===== src/rtl/fifo_uart_pkg.sv =====
// Shared types and helpers for the FIFO-fed UART transmitter.
// Holds the frame state encoding, the data width and the frame length and parity helpers.
package fifo_uart_pkg;

    localparam int DATA_W = 8;

    typedef enum logic [2:0] {
        IDLE   = 3'd0,
        FETCH  = 3'd1,
        LATCH  = 3'd2,
        START  = 3'd3,
        DATA   = 3'd4,
        PARITY = 3'd5,
        STOP   = 3'd6
    } state_t;

    // Number of bit periods in one frame: start + data + optional parity + stop bits.
    function automatic int frame_bits(input int parity_en, input int stop_bits);
        return 1 + DATA_W + parity_en + stop_bits;
    endfunction

    function automatic logic even_parity(input logic [DATA_W-1:0] data);
        return ^data;
    endfunction

endpackage


===== src/rtl/fifo_uart_tx_if.sv =====
// Bundle of FIFO read-port, enable and serial-line signals around the UART transmitter.
// The transmitter uses the master view; the FIFO/board side uses the slave view.
interface fifo_uart_tx_if;
    import fifo_uart_pkg::*;

    logic              tx_en;
    logic              fifo_empty;
    logic [DATA_W-1:0] fifo_dout;
    logic              fifo_rd;
    logic              tx;
    logic              busy;
    logic              tx_done;

    modport master (
        input  tx_en,
        input  fifo_empty,
        input  fifo_dout,
        output fifo_rd,
        output tx,
        output busy,
        output tx_done
    );

    modport slave (
        output tx_en,
        output fifo_empty,
        output fifo_dout,
        input  fifo_rd,
        input  tx,
        input  busy,
        input  tx_done
    );

endinterface


===== src/rtl/fifo_uart_tx_baud_gen.sv =====
// Bit-period timer: counts 0..CLKS_PER_BIT-1 and flags the last and second-to-last cycle.
// The early flag lets the transmitter register its end-of-frame pulse onto the final cycle.
module uart_baud_gen #(
    parameter int CLKS_PER_BIT = 16
) (
    input  logic clk,
    input  logic rst,
    input  logic clear,
    output logic bit_tick,
    output logic bit_pre_tick
);

    localparam int               CNT_W    = (CLKS_PER_BIT > 2) ? $clog2(CLKS_PER_BIT) : 1;
    localparam logic [CNT_W-1:0] LAST     = CNT_W'(CLKS_PER_BIT - 1);
    localparam logic [CNT_W-1:0] PRE_LAST = CNT_W'(CLKS_PER_BIT - 2);
    localparam logic [CNT_W-1:0] ZERO     = {CNT_W{1'b0}};
    localparam logic [CNT_W-1:0] ONE      = CNT_W'(1);

    logic [CNT_W-1:0] cnt_r;

    // Baud counter: held at zero while cleared, wraps at each bit boundary.
    always_ff @(posedge clk) begin
        if (rst) begin
            cnt_r <= ZERO;
        end else if (clear) begin
            cnt_r <= ZERO;
        end else if (cnt_r == LAST) begin
            cnt_r <= ZERO;
        end else begin
            cnt_r <= cnt_r + ONE;
        end
    end

    // Boundary decode of the counter.
    always_comb begin
        bit_tick     = (cnt_r == LAST);
        bit_pre_tick = (cnt_r == PRE_LAST);
    end

endmodule


===== src/rtl/fifo_uart_tx.sv =====
// FIFO-fed UART transmitter: pops one byte per frame and serialises it LSB first
// with a start bit, optional even parity and one or two stop bits.
module fifo_uart_tx
    import fifo_uart_pkg::*;
#(
    parameter int CLKS_PER_BIT = 16,
    parameter int PARITY_EN    = 0,
    parameter int STOP_BITS    = 1
) (
    input  logic                  clk,
    input  logic                  rst,
    fifo_uart_tx_if.master        bus
);

    localparam logic LAST_STOP = (STOP_BITS == 2) ? 1'b1 : 1'b0;

    state_t            state_r;
    logic [DATA_W-1:0] shift_r;
    logic              parity_r;
    logic [2:0]        bit_cnt_r;
    logic              stop_cnt_r;
    logic              tx_r;
    logic              rd_r;
    logic              busy_r;
    logic              done_r;

    logic              baud_clear_s;
    logic              bit_tick_s;
    logic              bit_pre_tick_s;
    logic              last_stop_s;

    // The bit timer only runs in the line-driving states, so it starts every frame at zero.
    always_comb begin
        baud_clear_s = (state_r == IDLE) || (state_r == FETCH) || (state_r == LATCH);
        last_stop_s  = (stop_cnt_r == LAST_STOP);
    end

    uart_baud_gen #(
        .CLKS_PER_BIT (CLKS_PER_BIT)
    ) u_baud_gen (
        .clk          (clk),
        .rst          (rst),
        .clear        (baud_clear_s),
        .bit_tick     (bit_tick_s),
        .bit_pre_tick (bit_pre_tick_s)
    );

    // Frame state machine; all outputs are registered alongside the state.
    always_ff @(posedge clk) begin
        if (rst) begin
            state_r    <= IDLE;
            shift_r    <= 8'h00;
            parity_r   <= 1'b0;
            bit_cnt_r  <= 3'd0;
            stop_cnt_r <= 1'b0;
            tx_r       <= 1'b1;
            rd_r       <= 1'b0;
            busy_r     <= 1'b0;
            done_r     <= 1'b0;
        end else begin
            case (state_r)
                IDLE: begin
                    if (bus.tx_en && !bus.fifo_empty) begin
                        state_r <= FETCH;
                        rd_r    <= 1'b1;
                        busy_r  <= 1'b1;
                    end
                end
                FETCH: begin
                    state_r <= LATCH;
                    rd_r    <= 1'b0;
                end
                LATCH: begin
                    shift_r   <= bus.fifo_dout;
                    parity_r  <= even_parity(bus.fifo_dout);
                    bit_cnt_r <= 3'd0;
                    state_r   <= START;
                    tx_r      <= 1'b0;
                end
                START: begin
                    if (bit_tick_s) begin
                        state_r <= DATA;
                        tx_r    <= shift_r[0];
                    end
                end
                DATA: begin
                    if (bit_tick_s) begin
                        if (bit_cnt_r == 3'd7) begin
                            bit_cnt_r <= 3'd0;
                            if (PARITY_EN != 0) begin
                                state_r <= PARITY;
                                tx_r    <= parity_r;
                            end else begin
                                state_r    <= STOP;
                                tx_r       <= 1'b1;
                                stop_cnt_r <= 1'b0;
                            end
                        end else begin
                            bit_cnt_r <= bit_cnt_r + 3'd1;
                            shift_r   <= {1'b0, shift_r[DATA_W-1:1]};
                            tx_r      <= shift_r[1];
                        end
                    end
                end
                PARITY: begin
                    if (bit_tick_s) begin
                        state_r    <= STOP;
                        tx_r       <= 1'b1;
                        stop_cnt_r <= 1'b0;
                    end
                end
                STOP: begin
                    // Raise done one cycle early so it lands on the final stop cycle.
                    if (bit_pre_tick_s && last_stop_s) begin
                        done_r <= 1'b1;
                    end
                    if (bit_tick_s) begin
                        if (last_stop_s) begin
                            state_r    <= IDLE;
                            busy_r     <= 1'b0;
                            done_r     <= 1'b0;
                            stop_cnt_r <= 1'b0;
                        end else begin
                            stop_cnt_r <= 1'b1;
                        end
                    end
                end
                default: begin
                    state_r <= IDLE;
                    tx_r    <= 1'b1;
                    rd_r    <= 1'b0;
                    busy_r  <= 1'b0;
                    done_r  <= 1'b0;
                end
            endcase
        end
    end

    assign bus.fifo_rd = rd_r;
    assign bus.tx      = tx_r;
    assign bus.busy    = busy_r;
    assign bus.tx_done = done_r;

endmodule


===== src/flat_wrapper.sv =====
// flat-port wrapper written by rule: the top's interface ports become plain ports
module fifo_uart_tx_flat import fifo_uart_pkg::*;
#(
    parameter int CLKS_PER_BIT = 16,
    parameter int PARITY_EN    = 0,
    parameter int STOP_BITS    = 1
)
  (clk, rst, bus_tx_en, bus_fifo_empty, bus_fifo_dout, bus_fifo_rd, bus_tx, bus_busy, bus_tx_done);
  fifo_uart_tx_if bus_i ();
  input  logic clk;
  input  logic rst;
  input wire logic [$bits(bus_i.tx_en)-1:0] bus_tx_en;
  input wire logic [$bits(bus_i.fifo_empty)-1:0] bus_fifo_empty;
  input wire logic [$bits(bus_i.fifo_dout)-1:0] bus_fifo_dout;
  output wire logic [$bits(bus_i.fifo_rd)-1:0] bus_fifo_rd;
  output wire logic [$bits(bus_i.tx)-1:0] bus_tx;
  output wire logic [$bits(bus_i.busy)-1:0] bus_busy;
  output wire logic [$bits(bus_i.tx_done)-1:0] bus_tx_done;
  assign bus_i.tx_en = bus_tx_en;
  assign bus_i.fifo_empty = bus_fifo_empty;
  assign bus_i.fifo_dout = bus_fifo_dout;
  assign bus_fifo_rd = bus_i.fifo_rd;
  assign bus_tx = bus_i.tx;
  assign bus_busy = bus_i.busy;
  assign bus_tx_done = bus_i.tx_done;
  fifo_uart_tx #(.CLKS_PER_BIT(CLKS_PER_BIT), .PARITY_EN(PARITY_EN), .STOP_BITS(STOP_BITS)) u_core (.clk(clk), .rst(rst), .bus(bus_i));
endmodule

===== config.mk =====
export PLATFORM = sky130hd
export DESIGN_NAME = fifo_uart_tx_flat
export DESIGN_NICKNAME = d
export VERILOG_FILES = /design/src/rtl/fifo_uart_pkg.sv /design/src/rtl/fifo_uart_tx_if.sv /design/src/rtl/fifo_uart_tx_baud_gen.sv /design/src/rtl/fifo_uart_tx.sv /design/src/flat_wrapper.sv
export SDC_FILE = /design/constraint.sdc
export NUM_CORES = 1
export LEC_CHECK = 0
export ABC_AREA = 1
export CAP_MARGIN = 20
export CELL_PAD_IN_SITES_DETAIL_PLACEMENT = 0
export CELL_PAD_IN_SITES_GLOBAL_PLACEMENT = 2
export CORE_ASPECT_RATIO = 0.7
export CORE_UTILIZATION = 31
export DETAILED_ROUTE_END_ITERATION = 7
export HOLD_SLACK_MARGIN = 0.06
export PLACE_DENSITY_LB_ADDON = 0.08
export SYNTH_ARGS = -nofsm -noshare
export SYNTH_HDL_FRONTEND = slang
export SYNTH_SLANG_ARGS = --single-unit

===== constraint.sdc =====
create_clock -name clk -period 2.4 [get_ports clk]
set_input_delay 0.48 -clock clk [delete_from_list [all_inputs] [get_ports clk]]
set_output_delay 0.48 -clock clk [all_outputs]
set_load 0.02 [all_outputs]

; After elaboration in Yosys (flattened, before gate mapping)
; Cells that the tools add are included.
[classes]
n_mul = 0
reduce_logical = 20
bitwise = 4
eq_ne = 17
shift = 0
add_sub_neg = 2
n_mux = 34
div = 0
magnitude_cmp = 0
[op_table]
columns = cell, n
row1 = $mux 3, 9
row2 = $pmux 3 s7, 1
row3 = $mux 8, 2
row4 = $pmux 8 s2, 1
row5 = $mux 1, 15
row6 = $eq 3x3->1 const B, 4
row7 = $ne 2x1->1 const B, 5
row8 = $reduce_or 5->1, 2
row9 = $eq 4x4->1 const B, 2
row10 = $reduce_and 4->1, 2
row11 = $reduce_and 7->1, 1
row12 = $eq 3x2->1 const B, 2
row13 = $ne 2x2->1 const B, 3
row14 = $pmux 1 s3, 2
row15 = $pmux 3 s2, 1
row16 = $reduce_or 3->1, 2
row17 = $reduce_or 6->1, 1
row18 = $pmux 1 s5, 1
row19 = $reduce_and 5->1, 1
row20 = $add 4x1->4 const B, 1
row21 = $not 1->1, 4
row22 = $pmux 1 s2, 2
row23 = $reduce_and 2->1, 2
row24 = $add 3x1->3 const B, 1
row25 = other kinds (8), 10
[totals]
latchBits = 0
mem_count = 0
in_bits = 12
ff_bits = 23
rom_bits = 0
out_inout_bits = 4
ramBits = 0
word_cells = 86

; Logic depth before layout (Yosys ltp)
[depth]
word_depth = 6
mapped_depth = 9
ltp_nobuf = 7

; By module
; A second synthesis with hierarchy kept.
[hier_totals]
hier_cells = 172
hier_area_um2 = 1236.2
[modules_own_cells]
columns = mod, area_per_inst_um2, cells_each, n_inst
row1 = fifo_uart_tx, 1044.8, 149, 1
row2 = uart_baud_gen, 191.4, 23, 1

; Worst setup path after synthesis
; OpenSTA, ideal clock, no wires.
[synth_path]
path_kind = flip-flop to flip-flop
start = reg u_core.u_baud_gen.cnt_r[0]
end = reg u_core.shift_r[5]
path_buffers = 1
setup_ns = 0.113
t_arrival_ns = 1.270
t_required_ns = 2.287
path_stages_with_launch = 9
slack_ns = 1.017
path_cell_list = dfxtp_1 -> ha_1 -> nand3_1 -> inv_1 -> o22ai_4 -> buf_6 -> nand2_1 -> nand2_1 -> nor2_1
[synth_via]
elab_chain_cells = 3
[synth_lines]
columns = item, line
row1 = "start, declared", fifo_uart_tx_baud_gen.sv:19  ; logic [CNT_W-1:0] cnt_r;
row2 = "start signal, assigned", fifo_uart_tx_baud_gen.sv:30  ; cnt_r <= cnt_r + ONE;
row3 = $eq 4x4->1, fifo_uart_tx_baud_gen.sv:36  ; bit_tick = (cnt_r == LAST);
row4 = $ne 2x1->1 (no line), n/a
row5 = $reduce_and 3->1 (no line), n/a
row6 = "end signal, assigned", fifo_uart_tx.sv:74  ; shift_r <= bus.fifo_dout;
row7 = "end signal, assigned", fifo_uart_tx.sv:100  ; shift_r <= {1'b0, shift_r[DATA_W-1:1]};
row8 = "end, declared", fifo_uart_tx.sv:18  ; logic [DATA_W-1:0] shift_r;
; No other way between the ends.
; A chain may end at the register's enable or synchronous reset.

; Worst setup path after layout
[layout_path]
start = reg u_core.done_r, in the netlist u_core.bus.tx_done
end = out bus_tx_done
[layout_rtl]
columns = item, line
row1 = "start, declared", fifo_uart_tx.sv:25  ; logic done_r;
row2 = "start signal, assigned", fifo_uart_tx.sv:59  ; done_r <= 1'b0;
row3 = "start signal, assigned", fifo_uart_tx.sv:115  ; done_r <= 1'b1;
row4 = "start signal, assigned", fifo_uart_tx.sv:121  ; done_r <= 1'b0;
row5 = "end, declared", flat_wrapper.sv:18  ; output wire logic [$bits(bus_i.tx_done)-1:0] bus_tx_done;
; No word-level cell between the ends.

==> reports/results.ini <==
[run_status]
status = completed

[cts]
post_cts_buffers = 0
clk_pin_slew_ns = 0.08
cts.sinks = 22
clock_path_buffers = 2
root_buffer = clkbuf_8
clock_latency_ns = 0.27
cts_tree = done
cts.hold.buffers_added = 0
h-tree-depth = 1
cts_resized = 0
cts_made_buffers = 3

[floorplanning]
std_cell_rows = 18
core_area_mm2 = 0.00351
die_area_mm2 = 0.00393
start_util = 0.325
die_w_um = 74.5
io_pins = 16
die-height_um = 52.8

[drt]
top_layer = met4
ant_nets = 0
wl_met3_um = 92
wl_met1_mm = 1.39
drc = 0
wl_mm = 2.40
drt_iter0_drc = 38
vias_per_cell = 4.46
wl_met2_um = 909
via_count = 1017
firstDrtPassIters = 4
wl_per_cell_um = 10.5

[sta]
grt_setup_unrepaired = false
hold_slack_ns = 0.469
slew_violations = 0
period_share = 0.702
skew_ns = 0.00270
hold_violations = 0
period_minus_slack_ns = 1.68
slew_headroom = 0.697
worst_pin_slew_ns = 0.455
setup_viol = 0
fin_setup_tns_ns = 0
max_freq_mhz = 594

[power_and_ir_drop]
pwr_density_cell_mw_per_mm2 = 927
leakage_nw = 0.633
peakVddDrop_mv = 0.325
total_power_w = 0.00128

[final_layout]
drive_gt1_frac = 0.0730
finalInstanceArea_mm2 = 0.00138
synthToLayoutAreaGrowth_pct = 21.3
antenna_cells = 0
nets = 195
finalNonFillerCells = 228

[logic_synthesis]
ys_warn_count = 0
syn_inst = 163
ys_types = 26
synth_edf_count = 0
yosysTopAreaCellShare = 0.386
postSynthRegisterBits = 22
synth_nets = 179
synthArstFlopShare = 0
synth_top_cell_by_area = dfxtp_1
synth_most_common_cell = nand2_1
synth_area_per_cell_um2 = 7.00
synth_top_flop_cell = dfxtp_1
ys_seq_area_frac = 0.386
synth_commonest_cells = nand2_1 (40), nor2_1 (28), dfxtp_1 (22), inv_1 (16), o21ai_0 (11)
synth_area_mm2 = 0.00114
netlist_top_cells_area = dfxtp_1 (39%), nand2_1 (13%), nor2_1 (9.2%), inv_1 (5.3%), o21ai_0 (4.8%)

[worst_setup_path]
path_class = register to primary output
cp_cell_sequence = clkdlybuf4s50_1
worstSetupEndpointType = primary output
worstPathRequired_ns = 1.92
cpLargestDelayFamily = buffers and inverters
cpPeakStageDelay_ns = 0.60
start_kind = register
cp_max_fo = 2
cpMaxStageDelayCell = clkdlybuf4s50_1
path_buf_inv = 1
cp_data_arrival_time_ns = 1.20

[global_routing]
grtUsageTotal = 0.142
grt_pass1_wl_mm = 4.13
antenna_found_initial = 0
grt_max_degree = 18
grt_pass1_vias = 889
grt_remaining_overflow = 0

[placement]
post-dp-hpwl_mm = 1.82
place.gp.congestion = 0.783
dp.cells = 224
detailed_place.area_mm2 = 0.00133
portBuffers = 15

[run]
cap_violations = 0

[hold_path]
hp-class = register to register

path summary, 6_finish.rpt:
path,start,endpoint,slack [ns],cells after the start
min reg2reg,u_core.bus.fifo_rd,u_core.bus.fifo_rd,0.47,2
max,u_core.bus.tx_done,bus_tx_done,0.72,1
max reg2reg,u_core.u_baud_gen.cnt_r[0],u_core.shift_r[6],0.80,7
min,u_core.bus.fifo_rd,u_core.bus.fifo_rd,0.47,2
layout by cell type, fill, tap and decap left out, drive strengths merged:
cell            n
nand2          43
nor2           31
dfxtp          22
inv            17
clkdlybuf4s50  15
o21ai          12
a21oi          11
nand3           9
ha              4
clkbuf          4
o211ai          2
nand4           2
o22ai           1
xor2            1
xnor2           1
nand3b          1
o211a           1
o21bai          1
cell families (layout without fill, tap and decap cells):
group / Yosys count / in the layout / share of synthesized area
AO/OA/AOI/OAI: 28 / 28 / 0.150
flip-flops: 22 / 22 / 0.386
adder cells (fa/ha/maj): 4 / 4 / 0.0439
AND/OR/NAND/NOR: 86 / 86 / 0.327
buffers and inverters: 21 / 36 / 0.0778
XOR/XNOR: 2 / 2 / 0.0154
flip-flops by register name (all words and copies together), names as in the netlist:
name                     cells
u_core.shift_r               8
u_core.u_baud_gen.cnt_r      4
u_core.bit_cnt_r             3
u_core.state_r               3
u_core.bus.busy              1
u_core.bus.fifo_rd           1
u_core.bus.tx                1
u_core.bus.tx_done           1
routing by layer:
layer / global-route usage / vias up
li1: - / 553
met1: 0.220 / 451
met2: 0.188 / 11
met3: 0.0462 / 2
met4: 0.0189 / 0
met5: 0 / -
stage by stage:
stage	utilization	setup slack, ns
after floorplan	-	1.02
after global placement	0.378	0.590
after detailed placement	0.378	0.502
after CTS	0.394	0.703
after global routing	0.394	0.635
final	0.394	0.716
final cells by class:
class	count	area, um2
multi-input cells	120	612
fillers	388	2130
inverters	17	63.8
repair buffers	15	150
flip-flops and latches	22	440
well taps	50	62.6
clock buffers	4	55.1
report_power, final:
part           switching, W  leakage (nW)  internal (W)
clock network      0.000128        0.0288      0.000147
logic              0.000311         0.425      0.000188
registers         0.0000662         0.180      0.000443
(Power assumes the default switching activity.)
